$ cat src/rtl/fir_cfg_ctrl.sv
// fir_cfg_ctrl: AXI-Lite configuration/status block for a FIR engine.
// It holds the ap_ctrl status (start/done/idle), the stream length, and
// arbitrates the tap-coefficient BRAM between AXI-Lite and the engine.
//
// Ports:
//   clk, rst                         clock, synchronous active-high reset
//   awaddr/awvalid/awready           AXI-Lite write address channel
//   wdata/wvalid/wready              AXI-Lite write data channel
//   araddr/arvalid/arready           AXI-Lite read address channel
//   rdata/rvalid/rready              AXI-Lite read data channel
//   tap_WE/tap_EN/tap_Di/tap_A       tap BRAM port (to the BRAM)
//   tap_Do                           tap BRAM read data, 1-cycle latency
//   eng_tap_A/eng_tap_EN             engine tap read request
//   ap_start, reset_ap_start         start level to engine / engine ack
//   ap_done                          engine completion pulse
//   XferLength                       programmed stream length
//   read_state, run_state            debug view of the read and engine FSMs
//
// Handshakes: a transfer happens on a rising edge where valid and ready are
// both high. awready/wready are raised together only when awvalid and wvalid
// are both high, so address and data are always taken in the same cycle.
// rvalid stays high with rdata stable until rready is seen.
module fir_cfg_ctrl #(
    parameter int pADDR_WIDTH = 12,
    parameter int pDATA_WIDTH = 32,
    parameter int Tape_Num    = 11
) (
    input  logic                   clk,
    input  logic                   rst,
    input  logic [pADDR_WIDTH-1:0] awaddr,
    input  logic                   awvalid,
    output logic                   awready,
    input  logic [pDATA_WIDTH-1:0] wdata,
    input  logic                   wvalid,
    output logic                   wready,
    input  logic [pADDR_WIDTH-1:0] araddr,
    input  logic                   arvalid,
    output logic                   arready,
    output logic [pDATA_WIDTH-1:0] rdata,
    output logic                   rvalid,
    input  logic                   rready,
    output logic [3:0]             tap_WE,
    output logic                   tap_EN,
    output logic [pDATA_WIDTH-1:0] tap_Di,
    output logic [pADDR_WIDTH-1:0] tap_A,
    input  logic [pDATA_WIDTH-1:0] tap_Do,
    input  logic [pADDR_WIDTH-1:0] eng_tap_A,
    input  logic                   eng_tap_EN,
    output logic                   ap_start,
    input  logic                   reset_ap_start,
    input  logic                   ap_done,
    output logic [pDATA_WIDTH-1:0] XferLength,
    output logic [1:0]             read_state,
    output logic                   run_state
);

    typedef enum logic [1:0] {RIDLE = 2'd0, RWAIT = 2'd1, RDATA = 2'd2} rd_state_t;
    typedef enum logic {IDLE = 1'b0, RUN = 1'b1} eng_state_t;

    localparam logic [pADDR_WIDTH-1:0] ADDR_CTRL = '0;
    localparam logic [pADDR_WIDTH-1:0] ADDR_LEN  = pADDR_WIDTH'(16);
    localparam logic [pADDR_WIDTH-1:0] TAP_BASE  = pADDR_WIDTH'(64);
    localparam logic [pADDR_WIDTH-1:0] TAP_END   = pADDR_WIDTH'(64 + 4 * Tape_Num);

    function automatic logic is_tap(input logic [pADDR_WIDTH-1:0] a);
        return (a >= TAP_BASE) && (a < TAP_END) && (a[1:0] == 2'b00);
    endfunction

    rd_state_t                rd_state, rd_next;
    eng_state_t               eng_state, eng_next;
    logic                     st_start, st_done, st_idle;
    logic                     wr_hs, rd_done, start_req;
    logic [pADDR_WIDTH-1:0]   rd_addr;
    logic                     rd_tap_ok;
    logic [pDATA_WIDTH-1:0]   rdata_q, rd_value;

    // Writes win over reads; the only time a write waits is the cycle the
    // BRAM is returning read data, so that cycle's tap_Do is never disturbed.
    assign wr_hs     = awvalid & wvalid & (rd_state != RWAIT) & ~rst;
    assign awready   = wr_hs;
    assign wready    = wr_hs;
    assign rd_done   = rvalid & rready;
    assign start_req = wr_hs & (awaddr == ADDR_CTRL) & wdata[0];

    // ---------------- engine status FSM ----------------
    always_ff @(posedge clk) begin
        if (rst) eng_state <= IDLE;
        else     eng_state <= eng_next;
    end

    always_comb begin
        eng_next = eng_state;
        case (eng_state)
            IDLE:    if (start_req) eng_next = RUN;
            RUN:     if (ap_done)   eng_next = IDLE;
            default: eng_next = IDLE;
        endcase
    end

    always_comb begin
        st_idle   = (eng_state == IDLE);
        run_state = (eng_state == RUN);
    end

    // start/done flags; a done pulse outranks the read-to-clear of ap_ctrl
    always_ff @(posedge clk) begin
        if (rst) begin
            st_start <= 1'b0;
            st_done  <= 1'b0;
        end else begin
            if (st_idle && start_req) st_start <= 1'b1;
            else if (reset_ap_start)  st_start <= 1'b0;

            if (!st_idle && ap_done)                   st_done <= 1'b1;
            else if (rd_done && rd_addr == ADDR_CTRL)  st_done <= 1'b0;
        end
    end

    assign ap_start = st_start;

    // length register; ignored while the engine is running
    always_ff @(posedge clk) begin
        if (rst)                                          XferLength <= '0;
        else if (wr_hs && st_idle && awaddr == ADDR_LEN)  XferLength <= wdata;
    end

    // ---------------- read FSM ----------------
    always_ff @(posedge clk) begin
        if (rst) rd_state <= RIDLE;
        else     rd_state <= rd_next;
    end

    always_comb begin
        rd_next = rd_state;
        case (rd_state)
            RIDLE:   if (arready) rd_next = RWAIT;
            RWAIT:   rd_next = RDATA;
            RDATA:   if (rd_done) rd_next = RIDLE;
            default: rd_next = RIDLE;
        endcase
    end

    always_comb begin
        arready    = 1'b0;
        rvalid     = 1'b0;
        read_state = rd_state;
        if (!rst) begin
            case (rd_state)
                RIDLE:   arready = arvalid & ~wr_hs;
                RDATA:   rvalid  = 1'b1;
                default: ;
            endcase
        end
    end

    // rd_tap_ok records whether the BRAM was actually read for this request;
    // a tap read while the engine owns the BRAM returns all ones instead.
    always_ff @(posedge clk) begin
        if (rst) begin
            rd_addr   <= '0;
            rd_tap_ok <= 1'b0;
        end else if (arready) begin
            rd_addr   <= araddr;
            rd_tap_ok <= st_idle & is_tap(araddr);
        end
    end

    always_comb begin
        rd_value = '0;
        if (rd_addr == ADDR_CTRL) begin
            rd_value[2:0] = {st_idle, st_done, st_start};
        end else if (rd_addr == ADDR_LEN) begin
            rd_value = XferLength;
        end else if (is_tap(rd_addr)) begin
            rd_value = rd_tap_ok ? tap_Do : '1;
        end
    end

    always_ff @(posedge clk) begin
        if (rst)                    rdata_q <= '0;
        else if (rd_state == RWAIT) rdata_q <= rd_value;
    end

    assign rdata = rst ? '0 : rdata_q;

    // ---------------- tap BRAM arbitration ----------------
    always_comb begin
        tap_EN = 1'b0;
        tap_WE = 4'h0;
        tap_A  = '0;
        tap_Di = '0;
        if (!rst) begin
            if (!st_idle) begin
                tap_EN = eng_tap_EN;
                tap_A  = eng_tap_A;
            end else if (wr_hs && is_tap(awaddr)) begin
                tap_EN = 1'b1;
                tap_WE = 4'hF;
                tap_A  = awaddr - TAP_BASE;
                tap_Di = wdata;
            end else if (arready && is_tap(araddr)) begin
                tap_EN = 1'b1;
                tap_A  = araddr - TAP_BASE;
            end
        end
    end

endmodule

$ cat config.mk
export PLATFORM = sky130hd
export DESIGN_NAME = fir_cfg_ctrl
export DESIGN_NICKNAME = d
export VERILOG_FILES = /design/src/rtl/fir_cfg_ctrl.sv
export SDC_FILE = /design/constraint.sdc
export NUM_CORES = 1
export LEC_CHECK = 0
export BUFFER_PORTS_ARGS = -buffer_cell sky130_fd_sc_hd__buf_2
export CAP_MARGIN = 40
export CORE_UTILIZATION = 41
export DETAILED_ROUTE_END_ITERATION = 10
export GPL_ROUTABILITY_DRIVEN = 0
export PLACE_DENSITY = 0.88
export SETUP_SLACK_MARGIN = 0.5
export SLEW_MARGIN = 20
export SYNTH_ARGS = -nofsm -noshare
export SYNTH_HDL_FRONTEND = slang
export SYNTH_SLANG_ARGS = --single-unit
$ cat constraint.sdc
create_clock -name clk -period 1.89 [get_ports clk]
set_input_delay 0.189 -clock clk [delete_from_list [all_inputs] [get_ports clk]]
set_output_delay 0.189 -clock clk [all_outputs]
set_load 0.02 [all_outputs]
==> run_results.csv <==
group,metric,value,unit
flow_run,drv_cap,0,
timing,layout_setup_ws,-0.4224,ns
finish,nets,937,
synth,synth_simple_gate_area_share,32.01,%
synth,synth_compound_area_share,20.63,%
detailed_routing,drc,0,
power,power.density,478.7,mW/mm²
floorplanning,core_area,0.009910,mm²
global_routing,grt_overflow,0,
detailed_routing,finalWirelength,18080,µm
global_routing,grt_pass1_wl,24960,µm
clock_tree,cts_tree,"done",
setup_path,rrSetupSlack,-0.08,ns
min_path,hold_class,"in -> reg",
clock_tree,root_buffer,"clkbuf_8",
synth,muxShareOfSynthArea,0,%
floorplanning,rows,36,
floorplanning,die_area,0.01073,mm²
timing,fmax,432.5,MHz
power,power.total,3.629,mW
synth,async_reset_ff_share,0,%
placed_design,dp_hpwl,10080,µm
finish,nFillCells,650,
timing,setup_viol,50,
synth,synth_top_family_by_area,"simple AND/OR/NAND/NOR gates",
setup_path,crit_path_end_kind,"output port",
floorplanning,pin_count,230,
finish,antennaDiodeCount,0,
floorplanning,start_util,42.71,%
timing,finalMaxSlewViolations,0,
setup_path,cp.required,1.70,ns
synth,synth_ff_type,"dfxtp_1",
timing,rsz0062_at_grt,"yes",
synth,yosys_warnings,0,
setup_path,critPathKind,"in -> out",
finish,drive_gt1_share,58.82,%
global_routing,track_usage,29.11,%
finish,area_growth,79.07,%
synth,seq_area_frac_synth,38.78,%
setup_path,setup.worst_path.end,"tap_A[11]",
power,ir_drop,0.4397,mV
synth,synth-edff-count,0,
synth,ys_ff_latch,82,
setup_path,cp.arrival,2.12,ns
detailed_routing,vias,5276,
detailed_routing,wire_per_inst,18.81,µm
timing,min_period,2.312,ns
global_routing,grt_max_degree,58,
clock_tree,h-tree-depth,3,
floorplanning,die_w,103.6,µm
timing,worst_pin_slew,0.4654,ns
status,status,"finished with violations",
synth,synth_adder_area_share,1.478,%
power,power_leakage,3.383,nW
synth,yosys-top-cells-area,"dfxtp_1, nand2_1, nor2b_1",
setup_path,critPathLaunch,"awaddr[7]",
timing,holdWs,0.07390,ns
clock_tree,path_clk_slew,0.09,ns
clock_tree,clockBufferDepth,2,
detailed_routing,ant_nets,0,
synth,synth.top_cell.area_share,38.78,%
setup_path,reg2reg_to,"run_state",
synth,synth_cells,542,
status,violations,"setup timing",
setup_path,ff2ff_path_depth,6,
synth,syn_nets,656,
finish,multi_input_area,0.003038,mm²
timing,period_share,122.3,%
setup_path,rr_startpoint,"read_state[0]",
clock_tree,cts_buffers,9,
placed_design,post-place-ws,-0.3949,ns
synth,synth-xor-area-share,1.242,%
global_routing,antenna_found_initial,0,
synth,syn_area,0.004233,mm²
floorplanning,die_y,103.6,µm
setup_path,crit_path_start_kind,"input port",
min_path,whs_path_depth,3,
detailed_routing,vias_per_cell,5.490,
synth,synthTopCellsByCount,"nand2_1, dfxtp_1, nor2b_1",
detailed_routing,drtIter0Drc,368,
placed_design,io_buffers,229,
synth,yosysMostFrequentCell,"nand2_1",
timing,hold_violations,0,
synth,yosysUniqueCellTypes,50,
clock_tree,insertion_delay,0.35,ns
global_routing,grt_pass1_vias,4963,
timing,totalNegativeSetupSlack,-15.93,ns
timing,fin_worst_skew,0.01529,ns
timing,relSlewSlack,68.98,%
finish,post-route-util,76.49,%
detailed_routing,first_pass_iters,5,
synth,synth_area_leader_cell,"dfxtp_1",
clock_tree,cts_hold_buf,0,
finish,seqCellArea,0.001657,mm²
clock_tree,clock_sinks,82,
setup_path,crit_fanout,3,
synth,syn_area_per_cell,7.810,µm²
-- worst max-delay path, cell delays in order --
cell and delay, ns:
buf_8 0.10, clkinvlp_4 0.12, ha_4 0.16, nor4b_4 0.24, o211ai_1 0.20, buf_4 0.18
or3_4 0.34, o32a_1 0.38, nand2_2 0.09, buf_6 0.11
-- layout by cell type, fill, tap and decap left out, drive strengths merged, types with 2 or more instances in the layout --
| cell type | instances |
|---|---|
| a21o | 2 |
| nand3b | 2 |
| nor3 | 5 |
| nor4b | 3 |
| a21oi | 50 |
| inv | 13 |
| nor2b | 63 |
| o211ai | 2 |
| o21ai | 41 |
| nand2b | 9 |
| nand2 | 109 |
| a22oi | 37 |
| xnor2 | 4 |
| ha | 5 |
| xor2 | 2 |
| buf | 307 |
| clkinvlp | 3 |
| clkinv | 2 |
| and2 | 36 |
| nor4 | 8 |
| clkbuf | 13 |
| nand4 | 2 |
| nor2 | 8 |
| dfxtp | 82 |
-- per-layer routing --
layer  GRT usage (%)  vias to the layer above  part of all wire (%)
li1                -                     2410                     -
met1           33.41                     2496                    38
met2           53.21                      304                    52
met3           4.909                       66                   6.7
met4           11.80                        0                   3.7
met5               0                        -                     0
-- sequential cells by signal, indices dropped and copies added (netlist names) --
register,count
ap_start,1
run_state,1
st_done,1
read_state,2
XferLength,32
rdata_q,32
rd_addr,12
rd_tap_ok,1
-- metrics by stage --
stage	std cells	cell area (µm²)
detailed placement	909	5948
floorplan	542	4496
finish	961	7580
global placement	909	5948
CTS	945	7025
global route	961	7580
-- area by class of cell --
type	instances	share of cell area [%]
multi-input combinational	408	40.08
clock buffer	11	2.146
inverter	13	0.8419
sequential	82	21.86
clock inverter	5	0.5612
tap	133	2.195
timing repair buffer	309	32.32
-- power breakdown --
part           switching [mW]  internal, mW
clock network           0.685         0.608
registers              0.0182          1.75
logic                   0.319         0.253
total                    1.02          2.61
-- kinds of logic after synthesis --
group,after synthesis
flip-flops,82
buffers and inverters,52
AO/OA/AOI/OAI,144
adder cells (fa/ha/maj),5
AND/OR/NAND/NOR,253
XOR/XNOR,6
-- how the worst min path moves through the flow --
stage                           from             to  slack, ns
final                     tap_Do[28]    rdata_q[28]       0.07
after global routing             rst  read_state[1]       0.07
after CTS                        rst  read_state[1]       0.03
after detailed placement         rst  read_state[1]       0.43
after global placement           rst  read_state[1]       0.41
after floorplan            araddr[0]     rd_addr[0]       0.32
-- timing repair --
item	CTS	global route
pin swaps	29	35
setup endpoints to repair	133	163
setup buffers	12	13
gates cloned	8	3
resized for setup	187	121
Power figures use the tool's default switching activity.
